### src/rtl/wb_stage_if.sv
// wb_stage_if: MEM/WB, LU and register-file write-port signals of the writeback stage
interface wb_stage_if #(
    parameter int DW = 19,
    parameter int RW = 3
);
    logic          MEM_valid;
    logic          MEM_regwrite;
    logic          MEM_memtoreg;
    logic [RW-1:0] MEM_rd;
    logic [DW-1:0] MEM_alu;
    logic [DW-1:0] MEM_rdata;
    logic          LU_valid;
    logic [RW-1:0] LU_rd;
    logic [DW-1:0] LU_data;
    logic          LU_ready;
    logic          WB_stall;
    logic          WB_regwrite;
    logic [RW-1:0] ws;
    logic [DW-1:0] wd;
    logic [7:0]    busy_mask;

    modport slave (
        input  MEM_valid, MEM_regwrite, MEM_memtoreg, MEM_rd, MEM_alu, MEM_rdata,
        input  LU_valid, LU_rd, LU_data,
        output LU_ready, WB_stall, WB_regwrite, ws, wd, busy_mask
    );

    modport master (
        output MEM_valid, MEM_regwrite, MEM_memtoreg, MEM_rd, MEM_alu, MEM_rdata,
        output LU_valid, LU_rd, LU_data,
        input  LU_ready, WB_stall, WB_regwrite, ws, wd, busy_mask
    );
endinterface

### src/rtl/wb_stage.sv
// wb_stage: merges MEM/WB and buffered long-latency results onto one register-file write port
module wb_stage #(
    parameter int DW = 19,
    parameter int RW = 3
) (
    input logic        clk,
    input logic        reset,
    wb_stage_if.slave  bus
);
    localparam int DEPTH = 2;

    logic [RW-1:0] f_rd   [DEPTH];
    logic [DW-1:0] f_data [DEPTH];
    logic          head, tail;
    logic [1:0]    count;
    logic [1:0]    v;
    logic          mw, hit, conflict, enq, deq, wr_en;
    logic [RW-1:0] wr_rd;
    logic [DW-1:0] wr_data;
    logic [7:0]    mask;

    // FIFO occupancy, hazard detection and write-source selection
    always_comb begin
        v[0]     = (count == 2'd2) | ((count == 2'd1) & ~head);
        v[1]     = (count == 2'd2) | ((count == 2'd1) & head);
        mw       = bus.MEM_valid & bus.MEM_regwrite;
        hit      = (v[0] & (f_rd[0] == bus.MEM_rd)) | (v[1] & (f_rd[1] == bus.MEM_rd));
        conflict = mw & ((count == 2'd2) | hit);
        enq      = bus.LU_valid & (count < 2'd2);
        deq      = conflict | (~mw & (count != 2'd0));
        wr_en    = deq | mw;
        wr_rd    = deq ? f_rd[head] : bus.MEM_rd;
        wr_data  = deq ? f_data[head] : (bus.MEM_memtoreg ? bus.MEM_rdata : bus.MEM_alu);
        mask     = (v[0] ? (8'b1 << f_rd[0]) : 8'b0) | (v[1] ? (8'b1 << f_rd[1]) : 8'b0);
    end

    assign bus.LU_ready  = count < 2'd2;
    assign bus.WB_stall  = conflict;
    assign bus.busy_mask = mask;

    // FIFO storage needs no reset; occupancy is tracked by count
    always_ff @(posedge clk) begin
        if (enq && !reset) begin
            f_rd[tail]   <= bus.LU_rd;
            f_data[tail] <= bus.LU_data;
        end
    end

    // Pointers, occupancy and the registered write port
    always_ff @(posedge clk) begin
        if (reset) begin
            head            <= 1'b0;
            tail            <= 1'b0;
            count           <= 2'd0;
            bus.WB_regwrite <= 1'b0;
            bus.ws          <= '0;
            bus.wd          <= '0;
        end else begin
            tail            <= tail + enq;
            head            <= head + deq;
            count           <= count + {1'b0, enq} - {1'b0, deq};
            bus.WB_regwrite <= wr_en;
            if (wr_en) begin
                bus.ws <= wr_rd;
                bus.wd <= wr_data;
            end
        end
    end
endmodule

### src/flat_wrapper.sv
// flat-port wrapper written by rule: the top's interface ports become plain ports
module wb_stage_flat 
#(
    parameter int DW = 19,
    parameter int RW = 3
)
  (clk, reset, bus_MEM_valid, bus_MEM_regwrite, bus_MEM_memtoreg, bus_MEM_rd, bus_MEM_alu, bus_MEM_rdata, bus_LU_valid, bus_LU_rd, bus_LU_data, bus_LU_ready, bus_WB_stall, bus_WB_regwrite, bus_ws, bus_wd, bus_busy_mask);
  wb_stage_if #(.DW(DW), .RW(RW)) bus_i ();
  input logic clk;
  input logic reset;
  input wire logic [$bits(bus_i.MEM_valid)-1:0] bus_MEM_valid;
  input wire logic [$bits(bus_i.MEM_regwrite)-1:0] bus_MEM_regwrite;
  input wire logic [$bits(bus_i.MEM_memtoreg)-1:0] bus_MEM_memtoreg;
  input wire logic [$bits(bus_i.MEM_rd)-1:0] bus_MEM_rd;
  input wire logic [$bits(bus_i.MEM_alu)-1:0] bus_MEM_alu;
  input wire logic [$bits(bus_i.MEM_rdata)-1:0] bus_MEM_rdata;
  input wire logic [$bits(bus_i.LU_valid)-1:0] bus_LU_valid;
  input wire logic [$bits(bus_i.LU_rd)-1:0] bus_LU_rd;
  input wire logic [$bits(bus_i.LU_data)-1:0] bus_LU_data;
  output wire logic [$bits(bus_i.LU_ready)-1:0] bus_LU_ready;
  output wire logic [$bits(bus_i.WB_stall)-1:0] bus_WB_stall;
  output wire logic [$bits(bus_i.WB_regwrite)-1:0] bus_WB_regwrite;
  output wire logic [$bits(bus_i.ws)-1:0] bus_ws;
  output wire logic [$bits(bus_i.wd)-1:0] bus_wd;
  output wire logic [$bits(bus_i.busy_mask)-1:0] bus_busy_mask;
  assign bus_i.MEM_valid = bus_MEM_valid;
  assign bus_i.MEM_regwrite = bus_MEM_regwrite;
  assign bus_i.MEM_memtoreg = bus_MEM_memtoreg;
  assign bus_i.MEM_rd = bus_MEM_rd;
  assign bus_i.MEM_alu = bus_MEM_alu;
  assign bus_i.MEM_rdata = bus_MEM_rdata;
  assign bus_i.LU_valid = bus_LU_valid;
  assign bus_i.LU_rd = bus_LU_rd;
  assign bus_i.LU_data = bus_LU_data;
  assign bus_LU_ready = bus_i.LU_ready;
  assign bus_WB_stall = bus_i.WB_stall;
  assign bus_WB_regwrite = bus_i.WB_regwrite;
  assign bus_ws = bus_i.ws;
  assign bus_wd = bus_i.wd;
  assign bus_busy_mask = bus_i.busy_mask;
  wb_stage #(.DW(DW), .RW(RW)) u_core (.clk(clk), .reset(reset), .bus(bus_i));
endmodule
### config.mk
export PLATFORM = sky130hd
export DESIGN_NAME = wb_stage_flat
export DESIGN_NICKNAME = d
export VERILOG_FILES = /design/src/rtl/wb_stage_if.sv /design/src/rtl/wb_stage.sv /design/src/flat_wrapper.sv
export SDC_FILE = /design/constraint.sdc
export NUM_CORES = 1
export LEC_CHECK = 0
export CAP_MARGIN = 25
export CORE_MARGIN = 4
export CORE_UTILIZATION = 50
export DETAILED_ROUTE_END_ITERATION = 6
export PLACE_DENSITY = 0.93
export SETUP_SLACK_MARGIN = 0.4
export SLEW_MARGIN = 15
export SYNTH_ARGS = -nofsm -noshare
export SYNTH_HDL_FRONTEND = slang
export SYNTH_SLANG_ARGS = --single-unit
export TNS_END_PERCENT = 30
### constraint.sdc
create_clock -name clk -period 4.9 [get_ports clk]
set_input_delay 0.98 -clock clk [delete_from_list [all_inputs] [get_ports clk]]
set_output_delay 0.98 -clock clk [all_outputs]
set_load 0.05 [all_outputs]
* Word level (Yosys, flattened, before mapping) *
Memory sizes are Yosys's and may differ from the RTL's. A register that Yosys moved wholly into a read port is not among the register bits.
Index checks and enable logic that the tools add are counted.
W data, S select, Z words.

operators by class
  add/sub/neg operators = 4
  order comparisons = 1
  equality and inequality tests = 4
  shift-type cells = 2
  muxes and demuxes = 9
  bitwise logic cells = 17
  reductions and logical operators = 3

operators with widths
  kind                   count
  $mux W19               2
  $mux W8                2
  $shl A1 B3 Y8 const A  2
  $and A1 B1 Y1          8
  $or A8 B8 Y8           1
  $eq A3 B3 Y1           2
  $or A1 B1 Y1           6
  $mux W1                4
  $mux W3                1
  $add A1 B1 Y1          2
  $add A2 B1 Y2          1
  $eq A2 B1 Y1 const B   1
  $eq A2 B2 Y1 const B   1
  $lt A2 B2 Y1 const B   1
  $not A1 Y1             2
  $reduce_bool A2 Y1     1
  $sub A2 B1 Y2          1
  $logic_and A1 B1 Y1    1
  $logic_not A1 Y1       1

word-level totals
  register bits = 27
  RAM bits = 44
  input port bits = 69
  output and inout port bits = 33
  word-level logic and storage cells = 48
  memories = 2

memory list
  name           words  width  read ports  clocked after memory_dff  write ports  line            text
  u_core.f_data  2      19     1           1                         1            wb_stage.sv:13  logic [DW-1:0] f_data [DEPTH];
  u_core.f_rd    2      3      3           1                         1            wb_stage.sv:12  logic [RW-1:0] f_rd [DEPTH];

* Depth between registers and ports, before layout *
  depth after elaboration = 10
  mapped depth = 11
  gate-level depth less buffers = 9

* Worst setup path before layout *
OpenSTA, ideal clock, no wires.

  path type = input to register
  from = in bus_LU_valid
  to = mem u_core.f_data[0][0], enable pin
  setup time = 0.433 ns
  data arrival time = 2.916 ns
  data required time = 4.467 ns
  path slack = 1.550 ns
  cell stages on the path = 2
  path buffers = 0
  cell sequence = nor2b_1 -> nor3b_1

on the way
  cells in the longest elaborated chain, start to end = 4

ends and longest elaborated chain
  item                           line                text
  start, declared                flat_wrapper.sv:17  input wire logic [$bits(bus_i.LU_valid)-1:0] bus_LU_valid;
  $and A1 B1 Y1                  wb_stage.sv:29      enq = bus.LU_valid & (count < 2'd2);
  $logic_and A1 B1 Y1            wb_stage.sv:43      if (enq && !reset) begin
  $mux W1                        wb_stage.sv:43
  $mux W1 (implied by the code)  wb_stage.sv:45      f_data[tail] <= bus.LU_data;
  end, declared                  wb_stage.sv:13

No other way between the ends.

* Worst setup path after layout *
  from = in bus_MEM_rd[1]
  to = out bus_WB_stall

on the way
  cells in the longest elaborated chain, start to end = 5
  elaborated cells on any way between the ends = 7
  classes of those cells = eq/ne: 2; bitwise: 5

ends and longest elaborated chain
  item             line                text
  start, declared  flat_wrapper.sv:14  input wire logic [$bits(bus_i.MEM_rd)-1:0] bus_MEM_rd;
  $eq A3 B3 Y1     wb_stage.sv:27      hit = (v[0] & (f_rd[0] == bus.MEM_rd)) | (v[1] & (f_rd[1] == bus.MEM_rd));
  $and A1 B1 Y1    wb_stage.sv:27
  $or A1 B1 Y1 *   wb_stage.sv:27
  $or A1 B1 Y1 *   wb_stage.sv:28      conflict = mw & ((count == 2'd2) | hit);
  $and A1 B1 Y1 *  wb_stage.sv:28
  end, declared    flat_wrapper.sv:21  output wire logic [$bits(bus_i.WB_stall)-1:0] bus_WB_stall;

Every way passes the cells marked *; elsewhere a longest branch is shown, timed or not.

==> results.md <==
- Mean post-synth cell area: 12.6 sq um
- Layout cells sized above 1: 0.0801
- Status: finished, final reports clean
- Via/cell ratio: 6.03
- Clock-pin slew on the worst setup and hold paths: 0.07 ns
- Synth Net Count: 326
- Fin crit share: 0.826
- # setup viols final: 0
- Fin. Hold Viols: 0
- Fin cells: 437
- Clock Skew: 0.0132 ns
- Antenna violations before repair: 0
- Lkg Pwr: 1.60 nW
- Total CTS buffers: 9
- Wirelength, routed: 8.91 mm
- Syn Std Cell Area: 3200 sq um
- Post-DRT Antenna Nets: 0
- Slowest-stage cell, CP: clkdlybuf4s50_1
- Max Slew Vio Count: 0
- Io pins: 102
- Worst-Margin Slew: 1.06 ns
- Overflow after GRT: 0
- CP max FO: 3
- Initial DRC count: 186
- Synth Register Bits: 71
- H-tree depth: 3
- Setup_tns: 0 ns
- GP Congestion: 0.984
- Post CTS Setup Buffer Count: 0
- Sink Count: 71
- Fin area: 4530 sq um
- DRC viols: 0
- Fmax: 0.247 GHz
- Initial Util: 0.528
- Final #Nets: 428
- Most frequent cells in the layout: 101 x clkdlybuf4s50_1, 44 x edfxtp_1, 41 x mux2i_1
- Type of origin of the critical path: input pin
- Worst VDD drop: 0.311 mV
- CTS Hold Bufs: 0
- Crit path buffers/inverters: 2
- Crit path kind: in2out
- Crit path max-delay family: buffers and inverters
- HPWL after DPL: 5.84 mm
- Vias in the first global route: 2,752
- Unrepaired setup endpoints after global routing: false
- Top FF cell, synth: edfxtp_1
- Sequential fraction of the synthesis area: 0.582
- CP most frequent cell: clkdlybuf4s50_1
- Clock Latency Late Sink: 0.35 ns
- Most common cell after layout, fill and taps aside: clkdlybuf4s50_1
- Power Density: 489 nW/um^2
- CTS tree: done
- Die span in y: 88.0 um
- CTS resizes: 0
- Vias: 2,633
- Crit-path cells: clkdlybuf4s50_1 > xnor2_1 > nand4_1 > a21oi_1 > clkdlybuf4s50_1
- Core Util, Final: 0.748
- Slew HR: 0.293
- Antenna cell count: 0
- Post-synth EDFFs: 44
- Worst endpoint data arrival time: 3.07 ns
- Wirelength per Cell: 20.4 um
- Crit-path max cell delay: 0.83 ns
- Die Width: 88.0 um
- Synthesis Warnings: 0
- Placed cell areas: 4310 sq um
- Synth unique cells: 33
- Buffer depth of the longest clock path: 2
- Core box area: 6060 sq um
- Num rows: 28
- Setup crit end kind: output port
- Max-Cap Viols: 0
- Area growth from synthesis to layout: 41.7%
- Largest net degree at the start of global routing: 26
- Die area: 7740 sq um
- First-pass GRT wire length: 13.4 mm
- Worst Path Required: 3.92 ns
- Root buf cell: clkbuf_8
- Buffers on Ports: 101
- Total Routing Usage GR: 0.233
- Drt first pass iters: 7
- Fraction of synthesis flops using an asynchronous set or reset pin: 0
- Hold/Removal Path Class: reg2reg
- Placed Instances: 419
- Mapped Cells: 255
- Post-route minimum period: 4.05 ns
==> power by group <==
part	switching [mW]	total, mW	internal [mW]
Sequential	0.0654	0.807	0.741
Combinational	0.584	0.946	0.362
Clock	0.204	0.467	0.262
Total	0.854	2.22	1.37
==> synth_stat cells, drive strengths merged (2+ instances only) <==
cell | n | area share
a21oi | 2 | 0.0031
o21ai | 23 | 0.036
nand2b | 4 | 0.0078
edfxtp | 44 | 0.41
mux2i | 41 | 0.13
o22ai | 6 | 0.012
nor2b | 4 | 0.0078
a41o | 2 | 0.0063
ha | 2 | 0.0078
dfxtp | 27 | 0.17
nor3b | 2 | 0.0063
inv | 4 | 0.0047
clkbuf | 7 | 0.0082
or3 | 3 | 0.0059
a32o | 22 | 0.069
nand3 | 20 | 0.031
o32ai | 2 | 0.0055
buf | 11 | 0.017
or2 | 2 | 0.0039
xnor2 | 9 | 0.025
nor2 | 4 | 0.0047
a41oi | 2 | 0.0055
and3b | 2 | 0.0055
nand2 | 4 | 0.0047
==> flip-flops by register name, indices dropped and copies added (netlist names) <==
register / flops
u_core.f_data: 38
u_core.bus.wd: 19
u_core.f_rd: 6
u_core.bus.ws: 3
u_core.count: 2
u_core.bus.WB_regwrite: 1
u_core.head: 1
u_core.tail: 1
==> worst reg2reg max path: stages (launching register included) <==
cell      delay, ns
edfxtp_1       0.51
xnor2_1        0.21
a41oi_2        0.28
buf_4          0.32
a21oi_1        0.14
ha_1           0.29
inv_1          0.04
ha_1           0.20
xnor2_1        0.16
xnor2_1        0.13
nor2_1         0.05
==> per-layer routing <==
layer / up-vias / track usage / wire length (um)
li1: 1205 / - / -
met2: 144 / 0.414 / 4590
met3: 23 / 0.0499 / 707
met1: 1261 / 0.267 / 3350
met4: 0 / 0.112 / 262
met5: - / 0 / 0
==> per-stage QoR <==
stage	total power, mW	hold WS [ns]	setup WS (ns)
5_1_grt	2.32	0.496	0.781
3_5_place_dp	1.74	0.458	0.887
6_report	2.22	0.473	0.854
4_1_cts	2.21	0.474	0.879
2_1_floorplan	1.43	0.500	1.55
3_3_place_gp	1.71	0.447	1.10
==> path summary, 6_finish.rpt <==
kind,cells after the start,startpoint,slack [ns],endpoint
min,1,u_core.bus.wd[18],0.47,u_core.bus.wd[18]
max reg2reg,10,u_core.f_rd[0][1],2.47,u_core.count[1]
max,5,bus_MEM_rd[1],0.85,bus_WB_stall
min reg2reg,1,u_core.bus.wd[18],0.47,u_core.bus.wd[18]
==> cells by family (layout without fill, tap and decap cells) <==
logic type | Yosys count | after routing | synth area share
DFF | 71 | 71 | 0.582
AOI/OAI and AO/OA | 60 | 60 | 0.139
and+or+nand+nor | 49 | 49 | 0.0852
muxes | 42 | 42 | 0.132
buffers and inverters | 22 | 129 | 0.0297
xor gates and xnor gates | 9 | 9 | 0.0246
adders and majority gates | 2 | 2 | 0.00782
==> layout make-up <==
| cell class | instances | area, sq um |
|---|---|---|
| fillers | 407 | 1530 |
| inverters | 4 | 15.0 |
| well taps | 75 | 93.8 |
| flip-flops and latches | 71 | 1860 |
| clock buffers | 13 | 159 |
| repair buffers | 109 | 1090 |
| clock inverters | 3 | 42.5 |
| multi-input cells | 162 | 1270 |
Note: power is estimated with default switching activity, not from simulation.
